==> config.mk <==
export PLATFORM = sky130hd
export DESIGN_NAME = board_fetch_arbiter
export DESIGN_NICKNAME = d
export VERILOG_FILES = /design/src/rtl/board_pkg.sv /design/src/rtl/board_fetch_arbiter_grid_locator.sv /design/src/rtl/board_fetch_arbiter.sv
export SDC_FILE = /design/constraint.sdc
export NUM_CORES = 1
export LEC_CHECK = 0
export ABC_AREA = 1
export CORE_ASPECT_RATIO = 1.25
export CORE_MARGIN = 3
export CORE_UTILIZATION = 32
export CTS_BUF_LIST = sky130_fd_sc_hd__clkbuf_16
export CTS_CLUSTER_SIZE = 10
export DETAILED_ROUTE_END_ITERATION = 7
export PLACE_DENSITY_LB_ADDON = 0.05
export SLEW_MARGIN = 20
export SYNTH_ARGS = -nofsm -noshare
export SYNTH_HDL_FRONTEND = slang
export SYNTH_SLANG_ARGS = --single-unit
==> constraint.sdc <==
create_clock -name clk -period 2.55 [get_ports clk]
set_input_delay 0.255 -clock clk [delete_from_list [all_inputs] [get_ports clk]]
set_output_delay 0.255 -clock clk [all_outputs]
set_load 0.01 [all_outputs]
==> src/rtl/board_pkg.sv <==
// board_pkg: shared geometry constants, the board word type and the fetch
// FSM state encoding for the board fetch arbiter and its grid locator.
package board_pkg;

  localparam int GRID_N   = 10;   // cells per row/column
  localparam int CELL_PX  = 40;   // cell pitch in pixels
  localparam int ORIGIN   = 40;   // grid top-left, same for h and v
  localparam int CELL_W   = 8;    // board word width
  localparam int ADDR_W   = 7;    // RAM address width
  localparam int FETCH_H  = 460;  // hdata column that launches a row burst
  localparam int V_TOTAL  = 525;  // lines per frame
  localparam int GRID_END = ORIGIN + GRID_N * CELL_PX;

  typedef logic [CELL_W-1:0] cell_t;

  typedef enum logic [1:0] {
    IDLE  = 2'd0,
    BURST = 2'd1,
    DRAIN = 2'd2
  } fetch_state_t;

  // True when a pixel coordinate lies inside the grid span on one axis.
  function automatic logic in_span(input logic [9:0] c);
    return (c >= 10'(ORIGIN)) && (c < 10'(GRID_END));
  endfunction

endpackage

==> src/rtl/board_fetch_arbiter_grid_locator.sv <==
// grid_locator: derives, from the VGA counters, whether the current pixel is
// inside the grid, which cell column it falls in, and when the next line
// starts a new cell row (the burst trigger).
// Ports:
//   clk, rst_n      pixel clock, async active-low reset
//   hdata, vdata    current pixel column / line
//   in_grid         current pixel lies inside the 10x10 grid
//   col_idx         cell column of the current pixel (valid while in_grid)
//   trigger         hdata is at the fetch column and the next line opens a row
//   trig_row        row to fetch, valid with trigger
module grid_locator
  import board_pkg::*;
(
  input  logic       clk,
  input  logic       rst_n,
  input  logic [9:0] hdata,
  input  logic [9:0] vdata,
  output logic       in_grid,
  output logic [3:0] col_idx,
  output logic       trigger,
  output logic [3:0] trig_row
);

  logic [5:0] px_q, px_d, px_cur;
  logic [3:0] col_q, col_d;
  logic       at_origin;
  logic [9:0] vnext;
  logic       hit;

  // Position of the current pixel; hdata==ORIGIN restarts both counters so
  // the column index never needs a divider.
  always_comb begin
    at_origin = (hdata == 10'(ORIGIN));
    if (at_origin) begin
      px_cur  = 6'd0;
      col_idx = 4'd0;
    end else begin
      px_cur  = px_q;
      col_idx = col_q;
    end
    in_grid = in_span(hdata) && in_span(vdata);
  end

  // Position of the following pixel; the column saturates past the grid edge.
  always_comb begin
    if (px_cur == 6'(CELL_PX - 1)) begin
      px_d = 6'd0;
      if (col_idx < 4'(GRID_N)) begin
        col_d = col_idx + 4'd1;
      end else begin
        col_d = col_idx;
      end
    end else begin
      px_d  = px_cur + 6'd1;
      col_d = col_idx;
    end
  end

  // Row-start detection: the row is fetched on the line just before it shows.
  always_comb begin
    if (vdata == 10'(V_TOTAL - 1)) begin
      vnext = 10'd0;
    end else begin
      vnext = vdata + 10'd1;
    end
    trigger  = 1'b0;
    trig_row = 4'd0;
    hit      = 1'b0;
    for (int r = 0; r < GRID_N; r++) begin
      hit      = (hdata == 10'(FETCH_H)) && (vnext == 10'(ORIGIN + r * CELL_PX));
      trigger  = trigger | hit;
      trig_row = trig_row | (hit ? 4'(r) : 4'd0);
    end
  end

  // Pixel-within-cell and column counters.
  always_ff @(posedge clk or negedge rst_n) begin
    if (!rst_n) begin
      px_q  <= 6'd0;
      col_q <= 4'd0;
    end else begin
      px_q  <= px_d;
      col_q <= col_d;
    end
  end

endmodule

==> src/rtl/board_fetch_arbiter.sv <==
// board_fetch_arbiter: shares the single-port board RAM between the renderer
// and game logic. Before each cell row is displayed, an 11-cycle burst loads
// the row into a 10-entry line buffer; otherwise game-logic requests are
// granted one per req/gnt handshake. The render path returns the buffered
// word for the previous cycle's pixel.
// Ports:
//   clk, rst_n                     pixel clock, async active-low reset
//   hdata, vdata                   VGA pixel column / line
//   ram_addr, ram_we, ram_wdata    board RAM command (registered)
//   ram_rdata                      RAM read data, 1 cycle after address
//   gl_req/gl_we/gl_addr/gl_wdata  game-logic request, held until gl_gnt
//   gl_gnt                         access is on the RAM this cycle
//   gl_rvalid, gl_rdata            read data, 1 cycle after a read grant
//   cell_data, cell_valid          board word / in-grid flag for last pixel
module board_fetch_arbiter
  import board_pkg::*;
(
  input  logic              clk,
  input  logic              rst_n,
  input  logic [9:0]        hdata,
  input  logic [9:0]        vdata,
  output logic [ADDR_W-1:0] ram_addr,
  output logic              ram_we,
  output logic [CELL_W-1:0] ram_wdata,
  input  logic [CELL_W-1:0] ram_rdata,
  input  logic              gl_req,
  input  logic              gl_we,
  input  logic [ADDR_W-1:0] gl_addr,
  input  logic [CELL_W-1:0] gl_wdata,
  output logic              gl_gnt,
  output logic              gl_rvalid,
  output logic [CELL_W-1:0] gl_rdata,
  output logic [CELL_W-1:0] cell_data,
  output logic              cell_valid
);

  fetch_state_t      state_q, state_d;
  logic [3:0]        bcol_q, bcol_d;
  cell_t             line_buf_q [GRID_N];
  cell_t             line_buf_d [GRID_N];
  logic [ADDR_W-1:0] ram_addr_q, ram_addr_d;
  logic              ram_we_q, ram_we_d;
  cell_t             ram_wdata_q, ram_wdata_d;
  logic              gl_gnt_q, gl_gnt_d;
  logic              gl_rvalid_q, gl_rvalid_d;
  cell_t             cell_data_q, cell_data_d;
  logic              cell_valid_q, cell_valid_d;

  logic              in_grid;
  logic [3:0]        col_idx;
  logic              trigger;
  logic [3:0]        trig_row;
  logic [ADDR_W-1:0] row_base;
  logic              grant;

  grid_locator u_locator (
    .clk      (clk),
    .rst_n    (rst_n),
    .hdata    (hdata),
    .vdata    (vdata),
    .in_grid  (in_grid),
    .col_idx  (col_idx),
    .trigger  (trigger),
    .trig_row (trig_row)
  );

  assign row_base = ADDR_W'(trig_row) * ADDR_W'(GRID_N);

  // Fetch FSM, game-logic arbitration and render-path next values.
  always_comb begin
    state_d     = state_q;
    bcol_d      = bcol_q;
    line_buf_d  = line_buf_q;
    ram_addr_d  = ADDR_W'(0);
    ram_we_d    = 1'b0;
    ram_wdata_d = cell_t'(0);
    gl_gnt_d    = 1'b0;
    // A read grant's data arrives on ram_rdata the cycle after the grant.
    gl_rvalid_d = gl_gnt_q && !ram_we_q;

    // Requests may be granted from IDLE (unless a burst starts) and from
    // DRAIN, so a waiting request lands in the first IDLE cycle. gl_gnt_q
    // blocks a second grant while the requester is still dropping gl_req.
    grant = gl_req && !gl_gnt_q &&
            (((state_q == IDLE) && !trigger) || (state_q == DRAIN));

    case (state_q)
      IDLE: begin
        if (trigger) begin
          state_d    = BURST;
          bcol_d     = 4'd0;
          ram_addr_d = row_base;
        end else begin
          state_d = IDLE;
        end
      end
      BURST: begin
        // ram_rdata holds the word addressed in the previous burst cycle.
        if (bcol_q != 4'd0) begin
          line_buf_d[bcol_q - 4'd1] = ram_rdata;
        end else begin
          line_buf_d = line_buf_q;
        end
        if (bcol_q == 4'(GRID_N - 1)) begin
          state_d = DRAIN;
          bcol_d  = 4'd0;
        end else begin
          bcol_d     = bcol_q + 4'd1;
          ram_addr_d = ram_addr_q + ADDR_W'(1);
        end
      end
      DRAIN: begin
        line_buf_d[GRID_N-1] = ram_rdata;
        state_d              = IDLE;
      end
      default: begin
        state_d = IDLE;
        bcol_d  = 4'd0;
      end
    endcase

    if (grant) begin
      ram_addr_d  = gl_addr;
      ram_we_d    = gl_we;
      ram_wdata_d = gl_we ? gl_wdata : cell_t'(0);
      gl_gnt_d    = 1'b1;
    end else begin
      gl_gnt_d = 1'b0;
    end

    cell_valid_d = in_grid;
    if (in_grid && (col_idx < 4'(GRID_N))) begin
      cell_data_d = line_buf_q[col_idx];
    end else begin
      cell_data_d = cell_t'(0);
    end
  end

  // All arbiter state, line buffer and registered outputs.
  always_ff @(posedge clk or negedge rst_n) begin
    if (!rst_n) begin
      state_q      <= IDLE;
      bcol_q       <= 4'd0;
      line_buf_q   <= '{default: cell_t'(0)};
      ram_addr_q   <= ADDR_W'(0);
      ram_we_q     <= 1'b0;
      ram_wdata_q  <= cell_t'(0);
      gl_gnt_q     <= 1'b0;
      gl_rvalid_q  <= 1'b0;
      cell_data_q  <= cell_t'(0);
      cell_valid_q <= 1'b0;
    end else begin
      state_q      <= state_d;
      bcol_q       <= bcol_d;
      line_buf_q   <= line_buf_d;
      ram_addr_q   <= ram_addr_d;
      ram_we_q     <= ram_we_d;
      ram_wdata_q  <= ram_wdata_d;
      gl_gnt_q     <= gl_gnt_d;
      gl_rvalid_q  <= gl_rvalid_d;
      cell_data_q  <= cell_data_d;
      cell_valid_q <= cell_valid_d;
    end
  end

  assign ram_addr   = ram_addr_q;
  assign ram_we     = ram_we_q;
  assign ram_wdata  = ram_wdata_q;
  assign gl_gnt     = gl_gnt_q;
  assign gl_rvalid  = gl_rvalid_q;
  // The RAM already returns data one cycle after the address, which is
  // exactly the gl_rvalid cycle, so read data is forwarded, gated by valid.
  assign gl_rdata   = gl_rvalid_q ? ram_rdata : cell_t'(0);
  assign cell_data  = cell_data_q;
  assign cell_valid = cell_valid_q;

endmodule

==> results of run 1 <==
-- metal layers --
metal | vias to the layer above | share of wire [%] | wire (um) | GRT usage, %
li1 | 3183 | - | - | -
met1 | 2942 | 44 | 8534 | 22.66
met2 | 120 | 51 | 10060 | 31.90
met3 | 33 | 2.9 | 576 | 2.885
met4 | 0 | 2.2 | 437 | 5.962
met5 | - | 0 | 0 | 0
-- through the flow --
step	cells	TNS [ns]	instance area (um2)	hold WS [ns]	worst slack (ns)
final	1326	0	9250	0.2885	0.1148
after global routing	1326	-0.06266	9250	0.3175	-0.03469
after CTS	1326	0	9143	0.2942	0.004716
after global placement	1281	-6.232	8408	0.1944	-0.6529
after detailed placement	1281	-5.633	8408	0.1964	-0.6839
after floorplan	871	0	6679	-0.04059	0.01165
-- synth_stat cells --
master / number
nand2_1: 239
dfrtp_1: 123
o21ai_0: 99
inv_1: 96
nor2_1: 75
nand3_1: 64
a21oi_1: 26
nand4_1: 17
ha_1: 15
clkbuf_1: 13
nor3_1: 13
nand2_2: 10
a22oi_1: 9
buf_2: 7
inv_2: 6
nand3_2: 6
xor2_1: 6
nor2_2: 5
buf_1: 4
nor2_4: 4
o21ai_2: 4
o21bai_1: 4
o21ai_1: 3
o31ai_1: 3
nand2_4: 2
nand3_4: 2
nand3b_1: 2
o221ai_1: 2
xnor2_1: 2
a211oi_1: 1
a21boi_0: 1
a32o_1: 1
a41o_1: 1
and3_1: 1
buf_6: 1
clkinv_1: 1
fa_1: 1
o311ai_0: 1
or2_2: 1
-- sequential cells by signal (all words and copies together) (netlist names) --
register / flops
bcol_q: 4
cell_data: 8
cell_valid: 1
gl_gnt: 1
gl_rvalid: 1
line_buf_q: 80
ram_addr: 7
ram_wdata: 8
ram_we: 1
state_q: 2
u_locator.col_q: 4
u_locator.px_q: 6
-- area by class of cell --
type / instances / share of cell area (%)
multi-input cells: 620 / 35.36
well taps: 270 / 3.652
inverters: 103 / 4.180
flip-flops and latches: 123 / 33.27
clock buffers: 17 / 4.599
repair buffers: 178 / 17.15
clock inverters: 15 / 1.785
-- worst reg2reg max path, cell delays in order, from the launching register on --
cell and delay (ns):
dfrtp_1 0.43, inv_1 0.23, ha_1 0.23, xnor2_1 0.14, inv_1 0.08, nor2_1 0.23, nand2_1 0.42, o21ai_0 0.32
-- how the worst max path moves through the flow --
stage               startpoint                     to  slack [ns]
floorplan             vdata[0]  ram_addr[5]$_DFF_PN0_        0.01
global placement      vdata[1]  ram_addr[6]$_DFF_PN0_       -0.65
detailed placement    vdata[1]  ram_addr[6]$_DFF_PN0_       -0.68
CTS                   vdata[0]  ram_addr[5]$_DFF_PN0_       0.005
global route          vdata[7]  ram_addr[5]$_DFF_PN0_       -0.03
finish                vdata[1]  ram_addr[1]$_DFF_PN0_        0.11
-- kinds of logic after synthesis --
logic type      count (synthesis)  share of synthesized area (%)
compound gates                155                          12.86
xor+xnor                        8                          1.051
fa+ha+maj                      16                          3.117
buf+inv                       128                          7.454
flops                         123                          46.19
simple gates                  441                          29.33
-- cells in the final DEF, fill, tap and decap left out, types with 3 or more instances in the layout --
cell | synthesis | routed
inv_2 | 6 | 11
clkdlybuf4s50_1 | 0 | 67
nand2_4 | 2 | 3
clkinvlp_4 | 0 | 4
ha_1 | 15 | 11
nor2_2 | 5 | 17
nand2_1 | 239 | 229
buf_4 | 0 | 92
clkinv_4 | 0 | 3
nor3_1 | 13 | 11
xor2_1 | 6 | 6
nand3_4 | 2 | 4
nand4_1 | 17 | 17
buf_12 | 0 | 5
clkbuf_16 | 0 | 17
clkbuf_2 | 0 | 5
dlymetal6s2s_1 | 0 | 4
nor2_4 | 4 | 8
dfrtp_1 | 123 | 123
a22oi_1 | 9 | 9
inv_6 | 0 | 5
nand3_2 | 6 | 10
nand3_1 | 64 | 58
a21oi_1 | 26 | 26
o31ai_1 | 3 | 3
o21ai_2 | 4 | 4
nor2_1 | 75 | 59
inv_1 | 96 | 91
o21ai_0 | 99 | 99
nand2_2 | 10 | 19
o21bai_1 | 4 | 4
o21ai_1 | 3 | 3
-- where the power goes --
group	switching [W]	internal (W)	total, W	leakage, nW
Sequential	0.0000790	0.00211	0.00219	1.50
Combinational	0.000970	0.000706	0.00168	2.82
Clock	0.000952	0.00145	0.00241	0.277
-- repair_timing --
action	CTS	global route
setup buffers	12	0
setup endpoints to repair	2	4
hold buffers	1	0
resized for setup	26	55
hold endpoints to repair	22	0
pin swaps	13	17
==> flow_summary.yaml, run 1 <==
status:
  outcome: "completed"
worst_setup_path:
  path_cells: "buf_4 -> ha_4 -> nand2_2 -> inv_1 -> nor2_2 -> nor2_4 -> nand2_2 -> nand2_2 -> buf_4 -> buf_4 -> buf_4 -> buf_4 -> buf_4 -> buf_4 -> buf_4 -> buf_4 -> buf_4 -> nand4_1 -> nand2_1 -> nor2_1 -> nand3_1 -> a21boi_2 -> nand2_1"
  max_stage_delay_ns: 0.17
  critPathLaunchType: "primary input"
  critPathBufInv: 11
  crit_type: "in -> reg"
  reg2regPathDepth: 7
  end_kind: "flip-flop"
  r2r-start: "bcol_q[0]$_DFFE_PN0P_"
  cp_top_family: "buffers and inverters"
  required_ns: 2.86
  cp_data_arrival_time_ns: 2.75
  worst_path_most_repeated_cell: "buf_4"
  crit_slowest_cell: "ha_4"
  r2r_slack_ns: 0.37
  path_max_fanout: 3
  r2r-end: "line_buf_q[73]$_DFFE_PN0P_"
  cp.depth: 23
sta:
  finalCritPeriodShare_pct: 95.50
  fin_worst_skew_ns: 0.01386
  hold_viol: 0
  maxSlewHeadroom_pct: 59.34
  fmax_ghz: 0.4106
  report.final.slew_viol_count: 0
  setup_violations: 0
  final.min_clock_period_ns: 2.435
  worst_pin_slew_ns: 0.6084
routing:
  vias: 6278
  antenna_left: 0
  post-route-drc-count: 0
  drt_iter0_drc: 343
  wl_mm: 19.61
  via_per_inst: 4.735
  wl_per_cell_um: 14.79
  drt_first_pass_iters: 4
final_layout:
  post-route-util_pct: 45.52
  drive_gt1_share_pct: 20.93
  fillerInstances: 2184
  antenna_cells: 0
  area_growth_pct: 38.81
  finalNetCount: 1106
  regArea_mm2: 0.003078
  multiInputGateArea_mm2: 0.003271
place:
  gp_congestion: 0.8903
  io_buffers: 81
  dp_hpwl_mm: 14.35
synth:
  synth_top_area_share_pct: 46.19
  netlist_top_cells_area: "dfrtp_1, nand2_1, o21ai_0"
  ys_seq_elements: 123
  netlist_area_mm2: 0.006664
  yosysTopAreaCell: "dfrtp_1"
  syn-num-nets: 934
  yosysWarnings: 0
  ys_types: 39
  syn_avg_cell_area_um2: 7.651
  ys_seq_area_share_pct: 46.19
  synthCells: 871
global_route:
  antenna_found_initial: 0
  grt_max_degree: 43
  grt_pass1_wl_mm: 32.55
  grt_remaining_overflow: 0
  globalRouteTotalUtil_pct: 18.15
  first_global_vias: 6465
floorplanning:
  num_rows: 58
  die_h_um: 167.3
  core_mm2: 0.02032
  io_pins: 82
  die_area_mm2: 0.02260
  start_util_pct: 32.80
  die_width_um: 135.1
clocking:
  ctsHtreeMaxLevel: 4
  cts.sinks: 123
  path_clk_slew_ns: 0.06
  clockBufferDepth: 2
  insertion_delay_ns: 0.43
  cts-root-buf: "clkbuf_16"
  cts_tree: "built"
  cts_made_buffers: 17
min_path:
  min_path_type: "in -> async"
flow_run:
  drv_cap: 0
pwr:
  power.density_mw_per_mm2: 677.6
  finalPower_w: 0.006268
  ir_drop_v: 0.0004792
  leakagePower_nw: 4.598
Note: power is estimated with default switching activity, not from simulation.
==> run 2: changes to the inputs <==
--- a/config.mk
+++ b/config.mk
@@ -5,7 +5,6 @@
 export SDC_FILE = /design/constraint.sdc
 export NUM_CORES = 1
 export LEC_CHECK = 0
-export ABC_AREA = 1
 export CORE_ASPECT_RATIO = 1.25
 export CORE_MARGIN = 3
 export CORE_UTILIZATION = 32
==> run 2 against run 1 <==
The flow now finishes with violations (negative setup slack). Maximum frequency is 9.3% lower. Non-clock buffer count rose by 39. Die area is 1.8% higher. Critical path type unchanged. Design area increased by 4.4%.
==> flow_summary.yaml, run 2 <==
sta:
  tns_ns: -0.2290
  report.final.slew_viol_count: 0
  hold_viol: 0
  finalWorstSetupSlack_ns: -0.1356
  final.min_clock_period_ns: 2.686
  worst_pin_slew_ns: 0.8007
  setup_violations: 2
  finalCritPeriodShare_pct: 105.3
  rsz0062_at_grt: "true"
  fmax_ghz: 0.3724
  fin_worst_skew_ns: 0.01043
  maxSlewHeadroom_pct: 46.13
global_route:
  grt_remaining_overflow: 0
  grt_pass1_wl_mm: 32.27
  globalRouteTotalUtil_pct: 17.99
  grt_max_degree: 50
  first_global_vias: 6119
  antenna_found_initial: 0
pwr:
  pwr-share-clk_pct: 42.9
  p_int_w: 0.004158
  power_frac_seq_pct: 38.4
  leakagePower_nw: 3.981
  switching_share_pct: 26.80
  ir_drop_v: 0.0004633
  power.density_mw_per_mm2: 588.3
  switchingPower_w: 0.001522
  finalPower_w: 0.005680
  pwr-share-comb_pct: 18.8
final_layout:
  drive_gt1_share_pct: 37.28
  fillerInstances: 1964
  largest_register: "line_buf_q"
  finalNetCount: 895
  area_growth_pct: 42.23
  post-route-util_pct: 47.18
  regArea_mm2: 0.003078
  largest_register_ffs: 80
  multiInputGateArea_mm2: 0.003754
  final_cell_mix: "buf_4, dfrtp_1, mux2_2"
  final_common_cell: "buf_4"
  antenna_cells: 0
routing:
  drt_first_pass_iters: 4
  via_per_inst: 5.086
  drt_iter0_drc: 223
  vias: 5671
  antenna_left: 0
  wl_mm: 19.77
  wl_per_cell_um: 17.73
  post-route-drc-count: 0
worst_setup_path:
  crit_type: "in -> reg"
  path_max_fanout: 3
  end_kind: "flip-flop"
  required_ns: 2.85
  critPathLaunchType: "primary input"
  cp_data_arrival_time_ns: 2.98
status:
  outcome: "finished, violations left"
  violations: "negative setup slack"
floorplanning:
  num_rows: 58
  core_mm2: 0.02046
  die_h_um: 168.8
  start_util_pct: 33.17
  die_area_mm2: 0.02301
  io_pins: 82
  die_width_um: 136.3
clocking:
  cts_tree: "built"
  cts.sinks: 123
  clockBufferDepth: 2
  ctsHtreeMaxLevel: 4
  cts_made_buffers: 17
  insertion_delay_ns: 0.42
  cts-root-buf: "clkbuf_16"
  path_clk_slew_ns: 0.06
flow_run:
  drv_cap: 0
place:
  dp_hpwl_mm: 14.94
  io_buffers: 81
  gp_congestion: 0.8343
synth:
  synth_most_common_cell: "dfrtp_1"
  ys_types: 67
  yosysTopAreaCell: "dfrtp_1"
  netlist_top_cells_area: "dfrtp_1, mux2_2, mux2i_1"
  ys_seq_elements: 123
  netlist_area_mm2: 0.006788
  synth_top_area_share_pct: 45.35
  syn_avg_cell_area_um2: 10.69
  ys_seq_area_share_pct: 45.35
  syn-num-nets: 698
  async_reset_ff_share_pct: 100.0
  yosysWarnings: 0
  synth_edf_count: 0
  synthCells: 635
  yosys-top-cells-count: "dfrtp_1, mux2_2, nand2_1"
  synth_flop_cell: "dfrtp_1"
min_path:
  min_path_type: "in -> reg"
==> run 2: cell types whose count changed in the layout (fill, tap and decap cells not counted), sizes merged, moves of 15 or more <==
| cell | previous run | this run |
|---|---|---|
| o21ai | 106 | 23 |
| nor2 | 84 | 41 |
| nand2 | 251 | 44 |
| and2 | 0 | 15 |
| mux2 | 0 | 87 |
| mux2i | 0 | 26 |
| inv | 107 | 15 |
| nand3 | 72 | 19 |
| buf | 99 | 143 |
==> run 2: path summary, 6_finish.rpt <==
path | from | endpoint | slack [ns] | cells after the start
worst min-delay path | hdata[9] | cell_valid$_DFF_PN0_ | 0.27 | 2
worst min register to register | ram_we$_DFF_PN0_ | gl_rvalid$_DFF_PN0_ | 0.43 | 1
min in group asynchronous | rst_n | line_buf_q[5]$_DFFE_PN0P_ | 0.31 | 2
worst max-delay path | hdata[4] | ram_addr[5]$_DFF_PN0_ | -0.14 | 10
worst max register to register | bcol_q[1]$_DFFE_PN0P_ | line_buf_q[8]$_DFFE_PN0P_ | 0.21 | 8
max in group asynchronous | rst_n | bcol_q[1]$_DFFE_PN0P_ | 1.51 | 3
==> run 2: cell families after synthesis <==
group | Yosys count | synth area share [%]
DFF | 123 | 45.35
xor gates and xnor gates | 14 | 1.806
buffers and inverters | 49 | 3.060
AOI/OAI and AO/OA | 124 | 13.05
and+or+nand+nor | 196 | 15.41
muxes | 113 | 18.27
adders and majority gates | 16 | 3.060
==> run 2: critical path, cell delays in order <==
cell and delay, ns:
clkbuf_2 0.09, or3_4 0.38, or4_4 0.57, or4_4 0.43, o211ai_1 0.28, ha_2 0.25
ha_4 0.12, fa_2 0.43, nand2_2 0.07, o221ai_2 0.10
==> run 2: metrics by stage <==
| stage | hold WS [ns] | setup WS (ns) | std cells | instance area (um2) |
|---|---|---|---|---|
| 6_report | 0.2673 | -0.1356 | 1115 | 9654 |
| 5_1_grt | 0.2625 | -0.2011 | 1115 | 9654 |
| 4_1_cts | 0.2459 | -0.2036 | 1114 | 9582 |
| 3_5_place_dp | 0.2208 | -1.125 | 1069 | 8790 |
| 3_3_place_gp | 0.2171 | -1.047 | 1069 | 8790 |
| 2_1_floorplan | -0.04059 | -0.4671 | 635 | 6860 |
==> run 2: cell type report <==
class                           instances  area share, %
Tap cell                              270          3.499
Inverter                               10         0.4406
Timing Repair Buffer                  217          19.10
Sequential cell                       123          31.88
Clock buffer                           17          4.406
Multi-Input combinational cell        463          38.88
Clock inverter                         15          1.788
==> run 2: power groups by stage <==
stage	logic [W]	clock network, W	registers (W)
floorplan	0.000579	0	0.00220
global placement	0.00103	0	0.00221
detailed placement	0.00105	0	0.00221
CTS	0.00106	0.00250	0.00218
global route	0.00117	0.00260	0.00220
finish	0.00107	0.00243	0.00218
==> run 2: layer usage <==
layer | vias to the layer above | routed length, um | GRT usage [%]
li1 | 2734 | - | -
met1 | 2809 | 7962 | 20.44
met2 | 94 | 10760 | 32.83
met3 | 34 | 530 | 3.240
met4 | 0 | 523 | 7.409
met5 | - | 0 | 0
==> run 2: repair_timing <==
item,4_1_cts,5_1_grt
setup buffers,12,1
hold buffers,1,0
pin swaps,24,11
setup endpoints to repair,33,18
gates resized for setup,71,36
endpoints found under the hold margin,27,0
